File: src/rtl/compute_arbiter_pkg.sv
`default_nettype none
// +--------------------------------------------------------------------+
// | compute_arbiter_pkg : shared types and constants for the arbiter    |
// | rev 1.0                                                            |
// +--------------------------------------------------------------------+
package compute_arbiter_pkg;

  localparam int NUM_PROCESSING_UNITS = 4;
  localparam int UNIT_ID_W            = $clog2(NUM_PROCESSING_UNITS);
  localparam int ARB_TIMEOUT_CYCLES   = 1024;
  localparam int VECTOR_W             = 32;
  localparam int MATRIX_W             = 128;

  typedef enum logic [1:0] {
    COMP_ADD    = 2'd0,
    COMP_MUL    = 2'd1,
    COMP_DOT    = 2'd2,
    COMP_MATVEC = 2'd3
  } computation_type_t;

  typedef logic [VECTOR_W-1:0] vector_data_t;
  typedef logic [MATRIX_W-1:0] matrix_data_t;

  typedef enum logic [1:0] {
    IDLE  = 2'd0,
    ISSUE = 2'd1,
    WAIT  = 2'd2,
    RESP  = 2'd3
  } arb_state_t;

endpackage
`default_nettype wire

File: src/rtl/compute_arbiter_if.sv
`default_nettype none
// +--------------------------------------------------------------------+
// | compute_arbiter_if : arbiter <-> shared compute unit handshake      |
// | rev 1.0                                                            |
// +--------------------------------------------------------------------+
interface compute_arbiter_if
  import compute_arbiter_pkg::*;
#(
  parameter int UID_W = UNIT_ID_W
);
  logic [UID_W-1:0]  cu_unit_id;
  logic              cu_request;
  logic              cu_ready;
  logic              cu_done;
  computation_type_t cu_comp_type;
  vector_data_t      cu_vector_a;
  vector_data_t      cu_vector_b;
  matrix_data_t      cu_matrix;
  vector_data_t      cu_result;

  modport master (
    output cu_unit_id, cu_request, cu_comp_type, cu_vector_a, cu_vector_b, cu_matrix,
    input  cu_ready, cu_done, cu_result
  );

  modport slave (
    input  cu_unit_id, cu_request, cu_comp_type, cu_vector_a, cu_vector_b, cu_matrix,
    output cu_ready, cu_done, cu_result
  );
endinterface
`default_nettype wire

File: src/rtl/compute_arbiter_rr_select.sv
`default_nettype none
// +--------------------------------------------------------------------+
// | rr_select : combinational round-robin picker, first req at/after ptr |
// | rev 1.0                                                            |
// +--------------------------------------------------------------------+
module rr_select #(
  parameter int NUM_UNITS = 4,
  parameter int UID_W     = 2
) (
  input  logic [NUM_UNITS-1:0] req,
  input  logic [UID_W-1:0]     rr_ptr,
  output logic [NUM_UNITS-1:0] winner,
  output logic [UID_W-1:0]     index,
  output logic                 any
);

  always_comb begin
    int j;
    winner = '0;
    index  = '0;
    any    = 1'b0;
    j      = 0;
    for (int i = 0; i < NUM_UNITS; i++) begin
      j = int'(rr_ptr) + i;
      if (j >= NUM_UNITS) j = j - NUM_UNITS;
      if (!any && req[j]) begin
        any       = 1'b1;
        winner[j] = 1'b1;
        index     = UID_W'(j);
      end
    end
  end

endmodule
`default_nettype wire

File: src/rtl/compute_arbiter.sv
`default_nettype none
// +--------------------------------------------------------------------+
// | compute_arbiter : round-robin sharing of one compute unit, watchdog |
// | rev 1.0                                                            |
// +--------------------------------------------------------------------+
module compute_arbiter
  import compute_arbiter_pkg::*;
#(
  parameter int NUM_UNITS      = NUM_PROCESSING_UNITS,
  parameter int TIMEOUT_CYCLES = ARB_TIMEOUT_CYCLES,
  parameter int UID_W          = $clog2(NUM_UNITS)
) (
  input  logic                                clk,
  input  logic                                rst_n,
  input  logic                                enable,
  input  logic              [NUM_UNITS-1:0]   req,
  input  computation_type_t [NUM_UNITS-1:0]   req_type,
  input  vector_data_t      [NUM_UNITS-1:0]   req_vec_a,
  input  vector_data_t      [NUM_UNITS-1:0]   req_vec_b,
  input  matrix_data_t      [NUM_UNITS-1:0]   req_matrix,
  output logic              [NUM_UNITS-1:0]   grant,
  output logic              [NUM_UNITS-1:0]   resp_valid,
  output logic                                resp_error,
  output vector_data_t                        resp_result,
  compute_arbiter_if.master                   cu,
  output logic                                busy,
  output logic              [7:0]             timeout_count
);

  localparam int WD_W = $clog2(TIMEOUT_CYCLES) + 1;

  arb_state_t           r_state;
  logic [UID_W-1:0]     r_rr_ptr;
  logic [WD_W-1:0]      r_wd;
  logic [NUM_UNITS-1:0] w_sel_onehot;
  logic [UID_W-1:0]     w_sel_idx;
  logic                 w_sel_any;
  logic                 w_wd_expired;

  assign w_wd_expired = (r_wd == WD_W'(TIMEOUT_CYCLES - 1));

  rr_select #(
    .NUM_UNITS (NUM_UNITS),
    .UID_W     (UID_W)
  ) u_rr_select (
    .req    (req),
    .rr_ptr (r_rr_ptr),
    .winner (w_sel_onehot),
    .index  (w_sel_idx),
    .any    (w_sel_any)
  );

  always_ff @(posedge clk) begin
    if (!rst_n) begin
      r_state         <= IDLE;
      r_rr_ptr        <= '0;
      r_wd            <= '0;
      grant           <= '0;
      resp_valid      <= '0;
      resp_error      <= 1'b0;
      resp_result     <= '0;
      busy            <= 1'b0;
      timeout_count   <= '0;
      cu.cu_unit_id   <= '0;
      cu.cu_request   <= 1'b0;
      cu.cu_comp_type <= COMP_ADD;
      cu.cu_vector_a  <= '0;
      cu.cu_vector_b  <= '0;
      cu.cu_matrix    <= '0;
    end else begin
      resp_valid <= '0;
      case (r_state)
        IDLE: begin
          if (enable && w_sel_any) begin
            grant           <= w_sel_onehot;
            cu.cu_unit_id   <= w_sel_idx;
            cu.cu_comp_type <= req_type[w_sel_idx];
            cu.cu_vector_a  <= req_vec_a[w_sel_idx];
            cu.cu_vector_b  <= req_vec_b[w_sel_idx];
            cu.cu_matrix    <= req_matrix[w_sel_idx];
            cu.cu_request   <= 1'b1;
            busy            <= 1'b1;
            r_wd            <= '0;
            r_state         <= ISSUE;
          end
        end
        ISSUE, WAIT: begin
          r_wd <= r_wd + 1'b1;
          // A done that coincides with watchdog expiry is honoured as a normal completion
          if (r_state == WAIT && cu.cu_done) begin
            resp_result <= cu.cu_result;
            resp_valid  <= grant;
            resp_error  <= 1'b0;
            r_state     <= RESP;
          end else if (w_wd_expired) begin
            cu.cu_request <= 1'b0;
            resp_result   <= '0;
            resp_error    <= 1'b1;
            resp_valid    <= grant;
            if (timeout_count != 8'hFF) timeout_count <= timeout_count + 8'd1;
            r_state       <= RESP;
          end else if (r_state == ISSUE && cu.cu_ready) begin
            cu.cu_request <= 1'b0;
            r_state       <= WAIT;
          end
        end
        RESP: begin
          grant      <= '0;
          resp_error <= 1'b0;
          busy       <= 1'b0;
          r_rr_ptr   <= (cu.cu_unit_id == UID_W'(NUM_UNITS - 1)) ? '0 : cu.cu_unit_id + 1'b1;
          r_state    <= IDLE;
        end
        default: r_state <= IDLE;
      endcase
    end
  end

endmodule
`default_nettype wire

File: src/flat_wrapper.sv
// flat-port wrapper written by rule: the top's interface ports become plain ports
module compute_arbiter_flat import compute_arbiter_pkg::*;
#(
  parameter int NUM_UNITS      = NUM_PROCESSING_UNITS,
  parameter int TIMEOUT_CYCLES = ARB_TIMEOUT_CYCLES,
  parameter int UID_W          = $clog2(NUM_UNITS)
)
  (clk, rst_n, enable, req, req_type, req_vec_a, req_vec_b, req_matrix, grant, resp_valid, resp_error, resp_result, busy, timeout_count, cu_cu_unit_id, cu_cu_request, cu_cu_comp_type, cu_cu_vector_a, cu_cu_vector_b, cu_cu_matrix, cu_cu_ready, cu_cu_done, cu_cu_result);
  compute_arbiter_if #(.UID_W(UID_W)) cu_i ();
  input  logic clk;
  input  logic rst_n;
  input  logic enable;
  input  logic              [NUM_UNITS-1:0] req;
  input  computation_type_t [NUM_UNITS-1:0] req_type;
  input  vector_data_t      [NUM_UNITS-1:0] req_vec_a;
  input  vector_data_t      [NUM_UNITS-1:0] req_vec_b;
  input  matrix_data_t      [NUM_UNITS-1:0] req_matrix;
  output logic              [NUM_UNITS-1:0] grant;
  output logic              [NUM_UNITS-1:0] resp_valid;
  output logic resp_error;
  output vector_data_t resp_result;
  output logic busy;
  output logic              [7:0] timeout_count;
  output wire logic [$bits(cu_i.cu_unit_id)-1:0] cu_cu_unit_id;
  output wire logic [$bits(cu_i.cu_request)-1:0] cu_cu_request;
  output wire logic [$bits(cu_i.cu_comp_type)-1:0] cu_cu_comp_type;
  output wire logic [$bits(cu_i.cu_vector_a)-1:0] cu_cu_vector_a;
  output wire logic [$bits(cu_i.cu_vector_b)-1:0] cu_cu_vector_b;
  output wire logic [$bits(cu_i.cu_matrix)-1:0] cu_cu_matrix;
  input wire logic [$bits(cu_i.cu_ready)-1:0] cu_cu_ready;
  input wire logic [$bits(cu_i.cu_done)-1:0] cu_cu_done;
  input wire logic [$bits(cu_i.cu_result)-1:0] cu_cu_result;
  assign cu_cu_unit_id = cu_i.cu_unit_id;
  assign cu_cu_request = cu_i.cu_request;
  assign cu_cu_comp_type = cu_i.cu_comp_type;
  assign cu_cu_vector_a = cu_i.cu_vector_a;
  assign cu_cu_vector_b = cu_i.cu_vector_b;
  assign cu_cu_matrix = cu_i.cu_matrix;
  assign cu_i.cu_ready = cu_cu_ready;
  assign cu_i.cu_done = cu_cu_done;
  assign cu_i.cu_result = cu_cu_result;
  compute_arbiter #(.NUM_UNITS(NUM_UNITS), .TIMEOUT_CYCLES(TIMEOUT_CYCLES), .UID_W(UID_W)) u_core (.clk(clk), .rst_n(rst_n), .enable(enable), .req(req), .req_type(req_type), .req_vec_a(req_vec_a), .req_vec_b(req_vec_b), .req_matrix(req_matrix), .grant(grant), .resp_valid(resp_valid), .resp_error(resp_error), .resp_result(resp_result), .cu(cu_i), .busy(busy), .timeout_count(timeout_count));
endmodule
File: config.mk
export PLATFORM = sky130hd
export DESIGN_NAME = compute_arbiter_flat
export DESIGN_NICKNAME = d
export VERILOG_FILES = /design/src/rtl/compute_arbiter_pkg.sv /design/src/rtl/compute_arbiter_if.sv /design/src/rtl/compute_arbiter_rr_select.sv /design/src/rtl/compute_arbiter.sv /design/src/flat_wrapper.sv
export SDC_FILE = /design/constraint.sdc
export NUM_CORES = 1
export LEC_CHECK = 0
export CELL_PAD_IN_SITES_DETAIL_PLACEMENT = 2
export CELL_PAD_IN_SITES_GLOBAL_PLACEMENT = 2
export CORE_AREA = 2 2 409 411
export DETAILED_ROUTE_END_ITERATION = 16
export DIE_AREA = 0 0 411 413
export GPL_TIMING_DRIVEN = 0
export PLACE_DENSITY_LB_ADDON = 0.1
export SLEW_MARGIN = 20
export SYNTH_ARGS = -nofsm -noshare
export SYNTH_HDL_FRONTEND = slang
export SYNTH_SLANG_ARGS = --single-unit
File: constraint.sdc
create_clock -name clk -period 3.3 [get_ports clk]
set_input_delay 0.66 -clock clk [delete_from_list [all_inputs] [get_ports clk]]
set_output_delay 0.66 -clock clk [all_outputs]
set_load 0.01 [all_outputs]
==> summary.md <==
Measured along the x axis, the die boundary spans 411 um. In the final design database the tool counted 5464 nets. The tool flagged a number of max-cap violations equal to 0. The layer flagged by global routing as most heavily used is met2. The clock tree buffer depth is 3, and the proportion of layout cells with a drive suffix above 1 is 19.01%. The number of cells traversed by the worst hold path is 1.

The share of power burned in registers was 20.1%; the switching component of the power was 10.40 mW. Walking the worst path, the cells encountered are buf_8, buf_12, clkinvlp_4, ha_4, mux4_2, nor2b_4, buf_6, o211a_4, clkbuf_16, buf_8, a2111oi_2, a211oi_1. The class of the most critical setup path was reg -> reg. The clock reaches the later pin of the worst-skew pair after 0.65 ns. For the relative max-transition margin, the log shows 27.26%. The final route contains 36270 vias. The number of max-slew violations in the final report is 0, and the count of cells along the worst register-to-register path is 12. The net switching fraction of the power is 45.59%. For the instance count of the mapped netlist, the log shows 3513. The static leakage power is 15.94 nW, and the area enclosed by the die boundary is 0.1697 mm^2.

Buffers placed on the I/O ports in this run total 1059. The tools report the number of placement rows as 150. Critical path's most frequent cell: sky130_fd_sc_hd__buf_8. The routed wire length per instance is 32.38 um.

The class of the worst hold path was reg -> reg. The net count after synthesis came out at 4341. The die is 413 um tall. The initial antenna violation count was 118.

Of the total power, combinational logic draws 57.1%. Across the routed clock network, the largest skew measured is 0.03681 ns. The run finished with clean final reports.

The first global-routing pass estimated 307.3 mm of wire. Entering global routing, the biggest net connects 20 pins. In this run the power density over the cells is 485.1 mW/mm^2. For the maximum clock frequency, the log shows 310.3 MHz. Among all stages on the critical path, the largest delay is contributed by sky130_fd_sc_hd__a2111oi_2. After synthesis, the share of flip-flops with an asynchronous set or reset is 0%.

The DRC violation count after routing is 0. The run gives 224.8 mm as the final wirelength. For the met3 track demand over resource in global routing, the log shows 5.606%. Setup repair after global routing could not meet its margin everywhere. Count of yosys warnings during synthesis: 0.

At the worst endpoint, the required time is 3.83 ns. The clock sink count is 262. In this run, the number of DRC markers left after iteration 0 of detailed routing was 1968. The worst path in the final design needs a cycle of 3.223 ns, including I/O delays and setup. The congestion estimate from routability-driven global placement came to 0.8496. In this run the clock root is driven by a sky130_fd_sc_hd__clkbuf_16. For this run, the register share of the synthesized area comes to 20.45%. In this run the cell area of the synthesized design comes to 0.02564 mm^2.

The post-synthesis area per instance is 7.299 um^2, and the post-placement cell count is 6784. The startpoint type of the worst setup path is a flop. The completed layout was analyzed and its total power is 22.82 mW. CTS built an H-tree with a depth of 2. The library cell used most frequently in the layout, excluding fill and tap cells, is sky130_fd_sc_hd__clkdlybuf4s50_1. Synthesis inferred 262 register bits.

The global-route congestion overflow total is 0. The synthesized netlist contains 54 unique library cells. STA classifies the critical path endpoint as a flop. The internal portion of the total power is 12.42 mW. The I/O pin total is 1064, and the routed via count divided by cell count is 5.226.

In the global route stage, overall resource usage came out at 24.92%. The via count of the first global-routing pass came out at 38620. TritonCTS built the clock tree. The logs give 0 for the final setup violation count and 22.8% for the part of the total power dissipated in the clock network. For this configuration, the core starts out at a cell density of 15.46%. In this run the worst path has a maximum fanout of 10. Counting flops with a built-in enable in the synthesized netlist gives 0. After clock tree synthesis, the flow added hold-fix buffers numbering 0.

For the pin with the worst max-slew slack, the measured transition is 1.091 ns. The total CTS buffers was 46; the area growth from synthesis to final layout was 83.43%. The total count of hold-check failures in the final report is 0, and the maximum single-stage delay on the critical path is 0.41 ns. After clock tree synthesis, the clock-pin slew on the worst setup and hold paths is 0.06 ns.

The floorplan step defined a core boundary enclosing 0.1659 mm^2. The logs give 174.2 mm for the HPWL after detailed placement and 42.77% for the routing usage on met2. After layout, the worst path uses 97.67% of the clock period. The remaining antenna violation count after routing was 0. The primary flip-flop cell chosen by synthesis mapping was sky130_fd_sc_hd__dfxtp_1. Global routing used 30.39% of the available met1 tracks. Leaving out fill and tap cells, the most frequent cells in the layout are 1058 x sky130_fd_sc_hd__clkdlybuf4s50_1, 406 x sky130_fd_sc_hd__nand2_1, 395 x sky130_fd_sc_hd__o21ai_0, 261 x sky130_fd_sc_hd__dfxtp_1, 219 x sky130_fd_sc_hd__clkbuf_1. The tools report the data arrival time at the worst-slack endpoint as 3.75 ns.

The logs give 0.0003005 V for the maximum ir drop on the vdd rail and 5 for the total iterations of the first detailed-routing run. For the final cell count without fillers, the log shows 6941.
cells by family after synthesis:
family | count (synthesis) | share of synthesized area, %
AO/OA/AOI/OAI | 1633 | 47.92
XOR/XNOR | 10 | 0.3415
adder cells (fa/ha/maj) | 11 | 0.5367
buffers and inverters | 695 | 10.48
flip-flops | 262 | 20.45
multiplexers | 20 | 0.9125
AND/OR/NAND/NOR | 882 | 19.36
power by group through the flow:
stage                     registers [mW]  logic, mW  clock network, mW
after floorplan                     4.69       4.58                  0
after global placement              4.63       10.7                  0
after CTS                           4.59       12.1               5.39
after global routing                4.68       14.0               5.51
after detailed placement            4.64       10.9                  0
final                               4.59       13.0               5.20
flip-flops by register name (all words and copies together) (netlist names), 4 cells and up:
name and count:
u_core.resp_valid 4, u_core.timeout_count 8, u_core.cu.cu_vector_a 32, u_core.grant 4, u_core.resp_result 32, u_core.cu.cu_matrix 128, u_core.cu.cu_vector_b 32, u_core.r_wd 11
synth_stat cells, types with 3 or more instances:
cell type                   number  area share, %
sky130_fd_sc_hd__a2111oi_0     388             13
sky130_fd_sc_hd__a211o_1       194            6.6
sky130_fd_sc_hd__a211oi_1      196            5.7
sky130_fd_sc_hd__a21boi_0      198            5.8
sky130_fd_sc_hd__a21oi_1         7           0.14
sky130_fd_sc_hd__a221o_1         4           0.16
sky130_fd_sc_hd__a22o_1         27           0.92
sky130_fd_sc_hd__a22oi_1        10           0.29
sky130_fd_sc_hd__and2_1         12           0.29
sky130_fd_sc_hd__and3_1        198            4.8
sky130_fd_sc_hd__buf_1           4          0.059
sky130_fd_sc_hd__buf_2          11           0.21
sky130_fd_sc_hd__buf_4          15           0.44
sky130_fd_sc_hd__clkbuf_1      460            6.7
sky130_fd_sc_hd__dfxtp_1       262             20
sky130_fd_sc_hd__ha_1           11           0.54
sky130_fd_sc_hd__inv_1         204            3.0
sky130_fd_sc_hd__mux2_2          7           0.31
sky130_fd_sc_hd__mux2i_1        11           0.43
sky130_fd_sc_hd__nand2_1       406            5.9
sky130_fd_sc_hd__nand3_1         6           0.12
sky130_fd_sc_hd__nand4_1         7           0.17
sky130_fd_sc_hd__nor2_1         19           0.28
sky130_fd_sc_hd__nor2b_1        19           0.46
sky130_fd_sc_hd__nor4b_1       197            6.7
sky130_fd_sc_hd__o211a_1         3           0.12
sky130_fd_sc_hd__o21a_1          3          0.088
sky130_fd_sc_hd__o21ai_0       395            7.7
sky130_fd_sc_hd__o31ai_1         4           0.12
sky130_fd_sc_hd__o32ai_1       194            6.6
sky130_fd_sc_hd__or3_1           3          0.073
sky130_fd_sc_hd__or4_1           4           0.12
sky130_fd_sc_hd__xnor2_1         5           0.17
sky130_fd_sc_hd__xor2_1          5           0.17
metrics by stage:
stage	worst slack (ns)	TNS [ns]	hold slack, ns	area, um^2	util [%]
final	0.07696	0	0.4746	47040	28.35
after CTS	-0.02668	-0.04572	0.4789	43990	26.52
after detailed placement	-1.862	-342.61	0.4639	39250	23.66
after global placement	-2.767	-542.24	0.4557	39000	23.51
after global routing	-0.04782	-1.038	0.4916	46990	28.32
after floorplan	0.1022	0	0.4677	25640	-
worst max-delay path, delay by kind of cell (launching register included):
kind                       cells  cell delay [ns]
buffers and inverters          6             0.99
muxes                          1             0.33
DFF                            1             0.37
and+or+nand+nor                1             0.17
AOI/OAI and AO/OA              3             0.88
adders and majority gates      1             0.34
timing repair:
item                       in CTS  in global routing
pin swaps                      25                 19
resized for setup             961                597
setup buffers                   4                  3
setup endpoints to repair     226                202
gates cloned                    0                  4
final timing paths:
check	to	from	slack, ns
worst min register to register	u_core.resp_result[29]	u_core.resp_result[29]	0.47
worst max-delay path	u_core.cu.cu_matrix[88]	u_core.r_rr_ptr[0]	0.08
worst max register to register	u_core.cu.cu_matrix[88]	u_core.r_rr_ptr[0]	0.08
worst min-delay path	u_core.resp_result[29]	u_core.resp_result[29]	0.47
metal layers:
layer | routed length [um] | vias to the layer above | share of wire [%]
met4 | 6933 | 60 | 3.1
met5 | 397 | - | 0.18
li1 | - | 16280 | -
met1 | 93080 | 18530 | 41
met3 | 13090 | 299 | 5.8
met2 | 111300 | 1102 | 50
area by class of cell:
type	instances	area, um^2
Fill cell	18760	118900
Inverter	204	769.5
Buffer	488	2824
Timing Repair Buffer	1078	10980
Clock buffer	64	1279
Tap cell	2204	2758
Sequential cell	262	5249
Multi-Input combinational cell	2556	22750
Antenna cell	66	165.2
Clock inverter	19	264.0
No activity file was read; power rests on OpenSTA's default activity.
